## config.mk

```make
export PLATFORM = sky130hd
export DESIGN_NAME = inst_encoder_packer
export DESIGN_NICKNAME = d
export VERILOG_FILES = /design/src/rtl/inst_encoder_packer.sv
export SDC_FILE = /design/constraint.sdc
export NUM_CORES = 1
export LEC_CHECK = 0
export BUFFER_PORTS_ARGS = -buffer_cell sky130_fd_sc_hd__clkbuf_2
export CORE_AREA = 3 3 81 160
export DETAILED_ROUTE_END_ITERATION = 8
export DIE_AREA = 0 0 84 163
export SYNTH_ARGS = -nofsm -noshare
export SYNTH_HDL_FRONTEND = slang
export SYNTH_SLANG_ARGS = --single-unit
```

## constraint.sdc

```tcl
create_clock -name clk -period 1.4 [get_ports clk]
set_input_delay 0.14 -clock clk [delete_from_list [all_inputs] [get_ports clk]]
set_output_delay 0.14 -clock clk [all_outputs]
set_load 0.02 [all_outputs]
```

## src/rtl/inst_encoder_packer.sv

```systemverilog
// ---------------------------------------------------------------------------
// inst_encoder_packer
//
// Encodes decoded RV64 instruction fields into 32-bit instruction words and
// packs them two per 64-bit bus beat. Malformed requests (unknown type, or a
// branch/jump immediate that is not 2-byte aligned) are consumed but dropped,
// and a saturating counter records how many were dropped.
//
// Ports:
//   clk        - clock, all state changes on the rising edge
//   reset      - asynchronous, active-low reset
//   in_valid   - request present
//   in_ready   - request accepted when high together with in_valid
//   in_type    - instruction type code (R/I/S/SB/U/UJ, others unknown)
//   in_opcode, in_funct3, in_funct7 - encoding fields
//   in_rd, in_rs1, in_rs2           - register numbers
//   in_imm     - sign-extended immediate (shamt/funct bits in imm[11:0] for shifts)
//   flush      - emit a half-filled beat
//   out_valid  - beat present
//   out_ready  - consumer accepts the beat
//   out_data   - [31:0] older instruction, [63:32] younger instruction
//   out_mask   - bit0 low half valid, bit1 high half valid
//   err_count  - number of dropped requests, saturating
// ---------------------------------------------------------------------------
module inst_encoder_packer #(
  parameter int BUS_DATA_WIDTH  = 64,
  parameter int TYPE_WIDTH      = 3,
  parameter int REGISTER_WIDTH  = 5,
  parameter int IMMEDIATE_WIDTH = 32,
  parameter int ERR_COUNT_WIDTH = 8
) (
  input  logic                       clk,
  input  logic                       reset,
  input  logic                       in_valid,
  output logic                       in_ready,
  input  logic [TYPE_WIDTH-1:0]      in_type,
  input  logic [6:0]                 in_opcode,
  input  logic [2:0]                 in_funct3,
  input  logic [6:0]                 in_funct7,
  input  logic [REGISTER_WIDTH-1:0]  in_rd,
  input  logic [REGISTER_WIDTH-1:0]  in_rs1,
  input  logic [REGISTER_WIDTH-1:0]  in_rs2,
  input  logic [IMMEDIATE_WIDTH-1:0] in_imm,
  input  logic                       flush,
  output logic                       out_valid,
  input  logic                       out_ready,
  output logic [BUS_DATA_WIDTH-1:0]  out_data,
  output logic [1:0]                 out_mask,
  output logic [ERR_COUNT_WIDTH-1:0] err_count
);

  // Instruction type codes shared with the instruction-generation side.
  localparam logic [TYPE_WIDTH-1:0] R_TYPE  = TYPE_WIDTH'(0);
  localparam logic [TYPE_WIDTH-1:0] I_TYPE  = TYPE_WIDTH'(1);
  localparam logic [TYPE_WIDTH-1:0] S_TYPE  = TYPE_WIDTH'(2);
  localparam logic [TYPE_WIDTH-1:0] SB_TYPE = TYPE_WIDTH'(3);
  localparam logic [TYPE_WIDTH-1:0] U_TYPE  = TYPE_WIDTH'(4);
  localparam logic [TYPE_WIDTH-1:0] UJ_TYPE = TYPE_WIDTH'(5);

  typedef enum logic [1:0] {
    ST_EMPTY,
    ST_HALF,
    ST_FULL
  } state_t;

  state_t      state, next_state;
  logic [31:0] lo_word, hi_word;
  logic [31:0] enc_word;
  logic        type_known, is_bad, accept, good_accept, drop_accept;
  logic        load_lo, load_hi, clear_hi;
  logic [1:0]  next_mask;

  // Combinational encoding of the request fields into one instruction word.
  always_comb begin
    enc_word   = 32'd0;
    type_known = 1'b1;
    case (in_type)
      R_TYPE:  enc_word = {in_funct7, in_rs2, in_rs1, in_funct3, in_rd, in_opcode};
      I_TYPE:  enc_word = {in_imm[11:0], in_rs1, in_funct3, in_rd, in_opcode};
      S_TYPE:  enc_word = {in_imm[11:5], in_rs2, in_rs1, in_funct3, in_imm[4:0], in_opcode};
      SB_TYPE: enc_word = {in_imm[12], in_imm[10:5], in_rs2, in_rs1, in_funct3,
                           in_imm[4:1], in_imm[11], in_opcode};
      U_TYPE:  enc_word = {in_imm[31:12], in_rd, in_opcode};
      UJ_TYPE: enc_word = {in_imm[20], in_imm[10:1], in_imm[11], in_imm[19:12], in_rd, in_opcode};
      default: type_known = 1'b0;
    endcase
  end

  // Branch and jump targets drop imm[0], so an odd offset cannot be encoded.
  assign is_bad      = !type_known || (((in_type == SB_TYPE) || (in_type == UJ_TYPE)) && in_imm[0]);
  assign in_ready    = (state != ST_FULL) || out_ready;
  assign accept      = in_valid && in_ready;
  assign good_accept = accept && !is_bad;
  assign drop_accept = accept && is_bad;

  assign out_valid = (state == ST_FULL);
  assign out_data  = {hi_word, lo_word};

  // State register.
  always_ff @(posedge clk or negedge reset) begin
    if (!reset) state <= ST_EMPTY;
    else        state <= next_state;
  end

  // Next-state and half-load decisions. Draining a full beat and accepting
  // a new word in the same cycle restarts the next beat in its low half.
  always_comb begin
    next_state = state;
    load_lo    = 1'b0;
    load_hi    = 1'b0;
    clear_hi   = 1'b0;
    next_mask  = out_mask;
    case (state)
      ST_EMPTY: begin
        if (good_accept) begin
          load_lo    = 1'b1;
          next_state = ST_HALF;
        end
      end
      ST_HALF: begin
        if (good_accept) begin
          load_hi    = 1'b1;
          next_mask  = 2'b11;
          next_state = ST_FULL;
        end else if (flush) begin
          clear_hi   = 1'b1;
          next_mask  = 2'b01;
          next_state = ST_FULL;
        end
      end
      ST_FULL: begin
        if (out_ready) begin
          if (good_accept) begin
            load_lo    = 1'b1;
            next_state = ST_HALF;
          end else begin
            next_state = ST_EMPTY;
          end
        end
      end
      default: next_state = ST_EMPTY;
    endcase
  end

  // Beat data and mask; held untouched while a full beat waits for the consumer.
  always_ff @(posedge clk or negedge reset) begin
    if (!reset) begin
      lo_word  <= 32'd0;
      hi_word  <= 32'd0;
      out_mask <= 2'b00;
    end else begin
      out_mask <= next_mask;
      if (load_lo)  lo_word <= enc_word;
      if (load_hi)  hi_word <= enc_word;
      if (clear_hi) hi_word <= 32'd0;
    end
  end

  // Saturating count of dropped requests.
  always_ff @(posedge clk or negedge reset) begin
    if (!reset) begin
      err_count <= '0;
    end else if (drop_accept && (err_count != {ERR_COUNT_WIDTH{1'b1}})) begin
      err_count <= err_count + ERR_COUNT_WIDTH'(1);
    end
  end

endmodule

```

# Word-level counts from Yosys, hierarchy flattened
# Index checks and enable logic that the tools add are counted.
# W data, S select, Z words.
word_totals:
  latch_bits: 0
  wordCells: 54
  input_bits: 72
  ram_bits: 0
  mem_bits_ro: 0
  regBits: 76
  memories: 0
classes:
  bitwise: 0
  multipliers: 0
  mux: 19
  n_shift: 0
  n_reduce_logical: 17
  magnitude_cmp: 0
  eq_ne: 12
  div: 0
  addsub: 1
ops:
  columns: ["operator", "count"]
  rows:
  - ["$pmux W32 S6", 1]
  - ["$mux W32", 2]
  - ["$mux W2", 6]
  - ["$add A8 B1 Y8 const B", 1]
  - ["$mux W1", 8]
  - ["$ne A8 B8 Y1 const B", 1]
  - ["$eq A3 B2 Y1 const B", 2]
  - ["$eq A3 B3 Y1 const B", 2]
  - ["$pmux W2 S3", 1]
  - ["$reduce_or A6 Y1", 1]
  - ["$logic_and A1 B1 Y1", 5]
  - ["$ne A2 B2 Y1 const B", 2]
  - ["$reduce_bool A2 Y1", 2]
  - ["$eq A3 B1 Y1 const B", 1]
  - ["$logic_not A3 Y1", 1]
  - ["$logic_or A1 B1 Y1", 3]
  - ["$ne A3 B3 Y1 const B", 1]
  - ["$reduce_and A3 Y1", 1]
  - ["$eq A2 B1 Y1 const B", 1]
  - ["$eq A2 B2 Y1 const B", 1]
  - ["$logic_not A1 Y1", 2]
  - ["$logic_not A2 Y1", 1]
  - ["$ne A2 B1 Y1 const B", 1]
  - ["$pmux W1 S2", 1]
  - ["$reduce_and A2 Y1", 1]

# Depth between registers and ports, before layout
# Gate-level depths: netlist (run 1).
depth:
  depth_word: 11
  mapped_depth: 7
  ltp_nobuf: 5

# Worst setup path after synthesis (run 1)
# No wires, ideal clock.
synth_timing:
  kind: "register -> register"
  startpoint: "register state[0]"
  endpoint: "register err_count[1]"
  arrival_time_ns: 1.462
  path_stages_with_launch: 5
  setup_time_ns: 0.125
  path_buffers: 0
  t_required_ns: 1.275
  slack_ns: -0.187
  cell_sequence: "dfrtp_1 -> or3b_1 -> o211ai_4 -> nor2_2 -> mux2_4"
synth_via:
  elab_chain_len: 5
synth_lines:
  columns: ["element", "line_no", "text"]
  rows:
  - ["start: declaration", "66", "state_t state, next_state;"]
  - ["start signal: assignment", "102", "else state <= next_state;"]
  - ["$ne A2 B2 Y1", "91", "assign in_ready = (state != ST_FULL) || out_ready;"]
  - ["$logic_or A1 B1 Y1", "91", null]
  - ["named net in_ready", "35", "output logic in_ready,"]
  - ["$logic_and A1 B1 Y1", "92", "assign accept = in_valid && in_ready;"]
  - ["$logic_and A1 B1 Y1", "94", "assign drop_accept = accept && is_bad;"]
  - ["$logic_and A1 B1 Y1", "163", "end else if (drop_accept && (err_count != {ERR_COUNT_WIDTH{1'b1}})) begin"]
  - ["end signal: assignment", "164", "err_count <= err_count + ERR_COUNT_WIDTH'(1);"]
  - ["end: declaration", "49", "output logic [ERR_COUNT_WIDTH-1:0] err_count"]
# The timed path passes the listed nets, and every way through them passes these cells.
# A chain may end at the register's enable or synchronous reset.

# Worst setup path in the final report (run 1)
layout_timing:
  startpoint: "register state[1]"
  endpoint: "register err_count[5]"
layout_via:
  elab_chain_len: 5
layout_lines:
  columns: ["element", "line_no"]
  rows:
  - ["$ne A2 B2 Y1", "91"]
  - ["$logic_or A1 B1 Y1", "91"]
  - ["$logic_and A1 B1 Y1", "92"]
  - ["$logic_and A1 B1 Y1", "94"]
  - ["$logic_and A1 B1 Y1", "163"]
# Every way passes these cells.

==> results of run 1 <==
-- stage by stage --
step	setup slack (ns)	total power, mW	area (µm²)	setup TNS (ns)
finish	-0.115	9.28	5170	-0.811
global route	-0.166	9.80	5170	-2.50
CTS	-0.136	9.28	5030	-1.03
detailed placement	-0.0818	6.71	4670	-0.527
global placement	-0.0771	6.64	4670	-0.201
floorplan	-0.0607	5.19	3540	-0.0607
-- sequential cells by signal (all words and copies together) (netlist names) --
register	cells
state	2
hi_word	32
err_count	8
out_mask	2
lo_word	32
-- worst max-delay path: cells and delay by family, from the launching register on --
kind	cells	cell delay, ns
AOI/OAI and AO/OA	1	0.10
xor gates and xnor gates	1	0.18
buffers and inverters	2	0.25
DFF	1	0.37
and+or+nand+nor	2	0.54
-- cell families (layout without fill, tap and decap cells) --
logic type	count (synthesis)	after routing
XOR/XNOR	7	7
multiplexers	5	5
AND/OR/NAND/NOR	88	88
adder cells (fa/ha/maj)	1	1
flip-flops	76	76
AO/OA/AOI/OAI	118	118
buffers and inverters	30	209
-- worst min path at each step --
| stage | end | slack [ns] | depth (start not counted) |
|---|---|---|---|
| 5_1_grt | hi_word[6]$_DFFE_PN0P_ | 0.05 | 3 |
| 3_3_place_gp | hi_word[24]$_DFFE_PN0P_ | 0.15 | 2 |
| 4_1_cts | hi_word[6]$_DFFE_PN0P_ | 0.05 | 3 |
| 6_report | hi_word[6]$_DFFE_PN0P_ | 0.05 | 3 |
| 3_5_place_dp | hi_word[24]$_DFFE_PN0P_ | 0.15 | 2 |
| 2_1_floorplan | err_count[0]$_DFFE_PN0P_ | -0.16 | 0 |
-- synth_stat cells, drive strengths merged (2+ instances only) --
master	number	area [µm²]
nand2b	2	12.5
a211o	5	43.8
nor2b	19	119
a22oi	19	143
dfrtp	76	1900
mux2i	2	20.0
o21a	5	37.5
nand2	47	179
buf	19	139
a21oi	15	75.1
nor3b	2	26.3
nand3	3	15.0
mux2	3	37.5
o2bb2ai	32	280
o21ai	34	174
clkbuf	4	15.0
inv	7	26.3
nor2	4	20.0
nor4	3	31.3
xor2	7	61.3
-- cell usage in the layout, fill, tap and decap left out, types with 2 or more instances in the layout --
cell        netlist  layout
a211o_1           5       5
a21oi_1          15      15
a22oi_1          19      19
buf_12            0       9
buf_4             0      24
buf_6             7       3
bufinv_16         0       2
clkbuf_16         0      12
clkbuf_2          0     145
clkinvlp_4        0       3
dfrtp_1          76      74
dfrtp_2           0       2
inv_1             7       6
mux2_2            2       2
mux2i_1           2       2
nand2_1          46      46
nand3_1           3       3
nor2_1            2       2
nor2b_1          19      18
nor4_2            2       2
o21a_1            5       5
o21ai_0          30      18
o21ai_1           3      15
o2bb2ai_1        32      32
xor2_1            7       7
-- cell type report --
type,count,share of cell area
clock inverter,7,0.0193
clock buffer,9,0.0435
multi-input combinational,219,0.293
sequential,76,0.368
tap,145,0.0351
inverter,7,0.00508
timing repair buffer,186,0.236
-- report_power, final --
| part | total, mW | internal [mW] | switching, mW |
|---|---|---|---|
| clock | 2.50 | 1.57 | 0.932 |
| sequential | 3.35 | 2.91 | 0.440 |
| combinational | 3.44 | 1.36 | 2.08 |
-- routing by layer --
layer  vias up  wire [µm]
met5         -          0
met4         0        291
met3        16        588
met2       111       6300
met1      1567       4390
li1       1528          -
-- what timing repair did --
item                                    CTS  global route
cloned                                    0             3
buffers inserted                          1             2
resized for setup                         4            22
endpoints found under the setup margin    5            45
endpoints found under the hold margin    76             0
pin swaps                                 1             8
hold buffers                              1             0
==> flow_metrics.env, run 1 <==
export IMPL_r2r_setup_slack_ns=-0.11
export IMPL_synth_fa_ha_area_frac=0.00355
export IMPL_cts_root_buf="clkbuf_16"
export IMPL_clock_path_buffers=2
export IMPL_fillers=1155
export IMPL_drc=0
export IMPL_tightest_slew_ns=0.446
export IMPL_coreArea_um2=11800
export IMPL_syn_area_um2=3530
export IMPL_nets=572
export IMPL_numCtsBuffers=9
export IMPL_grt_pass1_wl_mm=17.4
export IMPL_violations="setup timing"
export IMPL_start_util=0.298
export IMPL_r2r_end="err_count[5]$_DFFE_PN0P_"
export IMPL_utilization=0.437
export IMPL_reg2reg_from="state[1]$_DFFE_PN0P_"
export IMPL_ys_types=45
export IMPL_use_met2=0.299
export IMPL_path_class="reg2reg"
export IMPL_numPortBuffers=147
export IMPL_hpwl_mm=8.62
export IMPL_synth_xor_area_frac=0.0174
export IMPL_hold_path_class="in2reg"
export IMPL_setup_ws_ns=-0.115
export IMPL_async_flop_share=1.00
export IMPL_ios=148
export IMPL_die_area_um2=13700
export IMPL_setup_viol=10
export IMPL_synthToLayoutAreaGrowth_pct=46.8
export IMPL_rsz0062_at_grt="yes"
export IMPL_synthMuxAreaShare=0.0163
export IMPL_gr_total_overflow=0
export IMPL_cts_sinks=76
export IMPL_cp_start_kind="register"
export IMPL_netlist_instances=325
export IMPL_startpoint="state[1]$_DFFE_PN0P_"
export IMPL_synth_simple_gate_area_frac=0.133
export IMPL_insertion_delay_ns=0.34
export IMPL_gr_max_usage_layer="met2"
export IMPL_arrival_ns=1.77
export IMPL_hold_viol=0
export IMPL_num_rows=56
export IMPL_synth_net_count=398
export IMPL_seq_area_frac_synth=0.539
export IMPL_cp_max_fo=5
export IMPL_worst_setup_path_end_kind="register"
export IMPL_crit_required_ns=1.65
export IMPL_dr_first_iter_drc_count=105
export IMPL_multi_input_area_um2=1520
export IMPL_met1_usage=0.186
export IMPL_period_minus_slack_ns=1.51
export IMPL_routed_wl_mm=11.6
export IMPL_worst_path_largest_cell_delay_ns=0.37
export IMPL_reg2reg_depth=6
export IMPL_antenna_found_initial=0
export IMPL_first_pass_iters=4
export IMPL_synth_compound_area_share=0.239
export IMPL_crit_end="err_count[5]$_DFFE_PN0P_"
export IMPL_final_cells=649
export IMPL_ant_nets=0
export IMPL_tritoncts="built"
export IMPL_grt_pass1_vias=3261
export IMPL_slew_violations=0
export IMPL_ys_flop_type="dfrtp_1"
export IMPL_fin_crit_sh=1.08
export IMPL_outcome="finished with violations"
export IMPL_p_per_area_nw_per_um2=1790
export IMPL_path_cells="or3b_4 > buf_6 > o211ai_4 > buf_12 > nor4_2 > xor2_1"
export IMPL_synth_area_per_cell_um2=10.8
export IMPL_timing_fmax_mhz=660
export IMPL_slew_headroom=0.702
export IMPL_die_width_um=84
export IMPL_vias=3222
export IMPL_min_from="in_opcode[6]"
export IMPL_synth_top_family_by_area="compound AO/OA/AOI/OAI gates"
export IMPL_synth_seq_cells=76
export IMPL_wl_per_cell_um=17.8
export IMPL_die_h_um=163
export IMPL_slowest_stage="dfrtp_1"
export IMPL_antennaDiodeCount=0
export IMPL_avgViaCountPerCell=4.96
export IMPL_grt_max_degree=51
export IMPL_gp_congestion=0.839
export IMPL_drive_gt1_frac=0.446
export IMPL_dp_cells=626
export IMPL_p_leak_nw=2.56
export IMPL_synth_edf_count=0
export IMPL_yosys_warnings=0
export IMPL_globalRouteTotalUtil=0.165
export IMPL_cap_violations=0
export IMPL_met3_usage=0.0375
export IMPL_whs_ns=0.0542
export IMPL_fin_skew_ns=0.00663
export IMPL_area_sequential_um2=1900
export IMPL_ir_worst_vdd_uv=720
export IMPL_clk_pin_slew_worst_paths_ns=0.06
export IMPL_cts_htree_levels=3
Note: power is estimated with default switching activity, not from simulation.
==> run 2, diff against run 1 <==
- clock period: 1.4 -> 1.3 ns (I/O delays scaled with it)
==> flow_metrics.env, run 2 (synthesis gave the netlist of run 1 again) <==
export IMPL_outcome="finished with violations"
export IMPL_violations="setup timing"
export IMPL_cp_max_fo=6
export IMPL_ant_nets=0
export IMPL_period_minus_slack_ns=1.52
export IMPL_numPortBuffers=147
export IMPL_fin_skew_ns=0.00421
export IMPL_wl_per_cell_um=17.9
export IMPL_die_h_um=163
export IMPL_setup_ws_ns=-0.215
export IMPL_slew_violations=0
export IMPL_final_common_cell="clkbuf_2"
export IMPL_num_rows=56
export IMPL_cts_root_buf="clkbuf_16"
export IMPL_antennaDiodeCount=0
export IMPL_die_width_um=84
export IMPL_hpwl_mm=8.78
export IMPL_dr_first_iter_drc_count=124
export IMPL_worst_setup_path_end_kind="register"
export IMPL_cap_violations=0
export IMPL_vias=3227
export IMPL_nets=578
export IMPL_worst_path_largest_cell_delay_ns=0.40
export IMPL_drc=0
export IMPL_final_cell_mix="clkbuf_2, dfrtp_1, nand2_1"
export IMPL_slew_headroom=0.692
export IMPL_first_pass_iters=4
export IMPL_setup_viol=39
export IMPL_total_power_mw=10.3
export IMPL_ir_worst_vdd_uv=1040
export IMPL_start_util=0.298
export IMPL_clk_pin_slew_worst_paths_ns=0.06
export IMPL_globalRouteTotalUtil=0.165
export IMPL_p_leak_nw=2.65
export IMPL_slowest_stage="or3b_4"
export IMPL_coreArea_um2=11800
export IMPL_crit_required_ns=1.50
export IMPL_cp_start_kind="register"
export IMPL_avgViaCountPerCell=4.93
export IMPL_grt_pass1_wl_mm=17.7
export IMPL_tightest_slew_ns=0.461
export IMPL_tritoncts="built"
export IMPL_ios=148
export IMPL_fin_crit_sh=1.17
export IMPL_clock_path_buffers=2
export IMPL_die_area_um2=13700
export IMPL_drive_gt1_frac=0.453
export IMPL_utilization=0.450
export IMPL_synthToLayoutAreaGrowth_pct=51.1
export IMPL_timing_fmax_mhz=660
export IMPL_cts_sinks=76
export IMPL_grt_max_degree=35
export IMPL_p_per_area_nw_per_um2=1940
export IMPL_path_buf_inv=2
export IMPL_rsz0062_at_grt="yes"
export IMPL_hold_path_class="in2reg"
export IMPL_path_class="reg2reg"
export IMPL_path_cells="or3b_4 > buf_6 > o211ai_4 > buf_12 > nor4_4 > xor2_1"
export IMPL_cts_htree_levels=3
export IMPL_dp_slack_ns=-0.193
export IMPL_critPathTopFamily="simple AND/OR/NAND/NOR gates"
export IMPL_gp_congestion=0.832
export IMPL_grt_pass1_vias=3362
export IMPL_top_regs="hi_word: 32 flops, lo_word: 32 flops, err_count: 8 flops"
export IMPL_insertion_delay_ns=0.32
export IMPL_gr_total_overflow=0
export IMPL_antenna_found_initial=0
export IMPL_r2r_setup_slack_ns=-0.22
export IMPL_routed_wl_mm=11.7
export IMPL_numCtsBuffers=9
export IMPL_arrival_ns=1.72
export IMPL_hold_viol=0
## run 2: per-layer routing
metal  GRT usage  wire length, µm  up-vias
li1            -                -     1547
met1       0.189             4500     1538
met2       0.288             6240      113
met3      0.0248              468       29
met4      0.0974              521        0
met5           0                0        -
## run 2: tightest hold or removal path: stages
cell,delay [ns]
clkbuf_2,0.08
nand2_1,0.06
o21ai_1,0.07
## run 2: timing repair
item / in CTS / in global routing
pin swaps: 1 / 4
gates resized for setup: 6 / 27
setup buffers: 1 / 2
gates cloned: 0 / 5
hold buffers: 1 / 0
setup endpoints to repair: 42 / 74
hold endpoints to repair: 42 / 0
## run 2: path summary, 6_finish.rpt
path                                                  to  cells after the start                     from
worst min register to register   out_mask[0]$_DFFE_PN0P_                      1  out_mask[0]$_DFFE_PN0P_
worst min-delay path              lo_word[4]$_DFFE_PN0P_                      3             in_opcode[4]
worst max register to register  err_count[7]$_DFFE_PN0P_                      6     state[0]$_DFFE_PN0P_
max in group asynchronous        lo_word[10]$_DFFE_PN0P_                      3                    reset
worst max-delay path            err_count[7]$_DFFE_PN0P_                      6     state[0]$_DFFE_PN0P_
min in group asynchronous       err_count[4]$_DFFE_PN0P_                      2                    reset
## run 2: metrics by stage
stage               instances  hold slack [ns]  instance area (µm²)  setup TNS (ns)
floorplan                 325           -0.166                 3540          -0.359
global placement          630           0.0433                 4730           -3.38
detailed placement        630           0.0491                 4730           -5.74
CTS                       648           0.0388                 5120           -1.72
global route              655           0.0557                 5330           -6.03
finish                    655           0.0496                 5330           -3.90
## run 2: final cells by class
type,count,area (µm²)
Fill cell,1139,6510
Clock buffer,12,256
Tap cell,145,181
Clock inverter,4,95.1
Timing Repair Buffer,192,1340
Multi-Input combinational cell,219,1520
Sequential cell,76,1900
Inverter,7,28.8
## run 2: where the power goes
group / switching (mW) / internal, mW
clock network: 0.917 / 1.98
registers: 0.452 / 3.13
logic: 2.28 / 1.58
total: 3.65 / 6.69
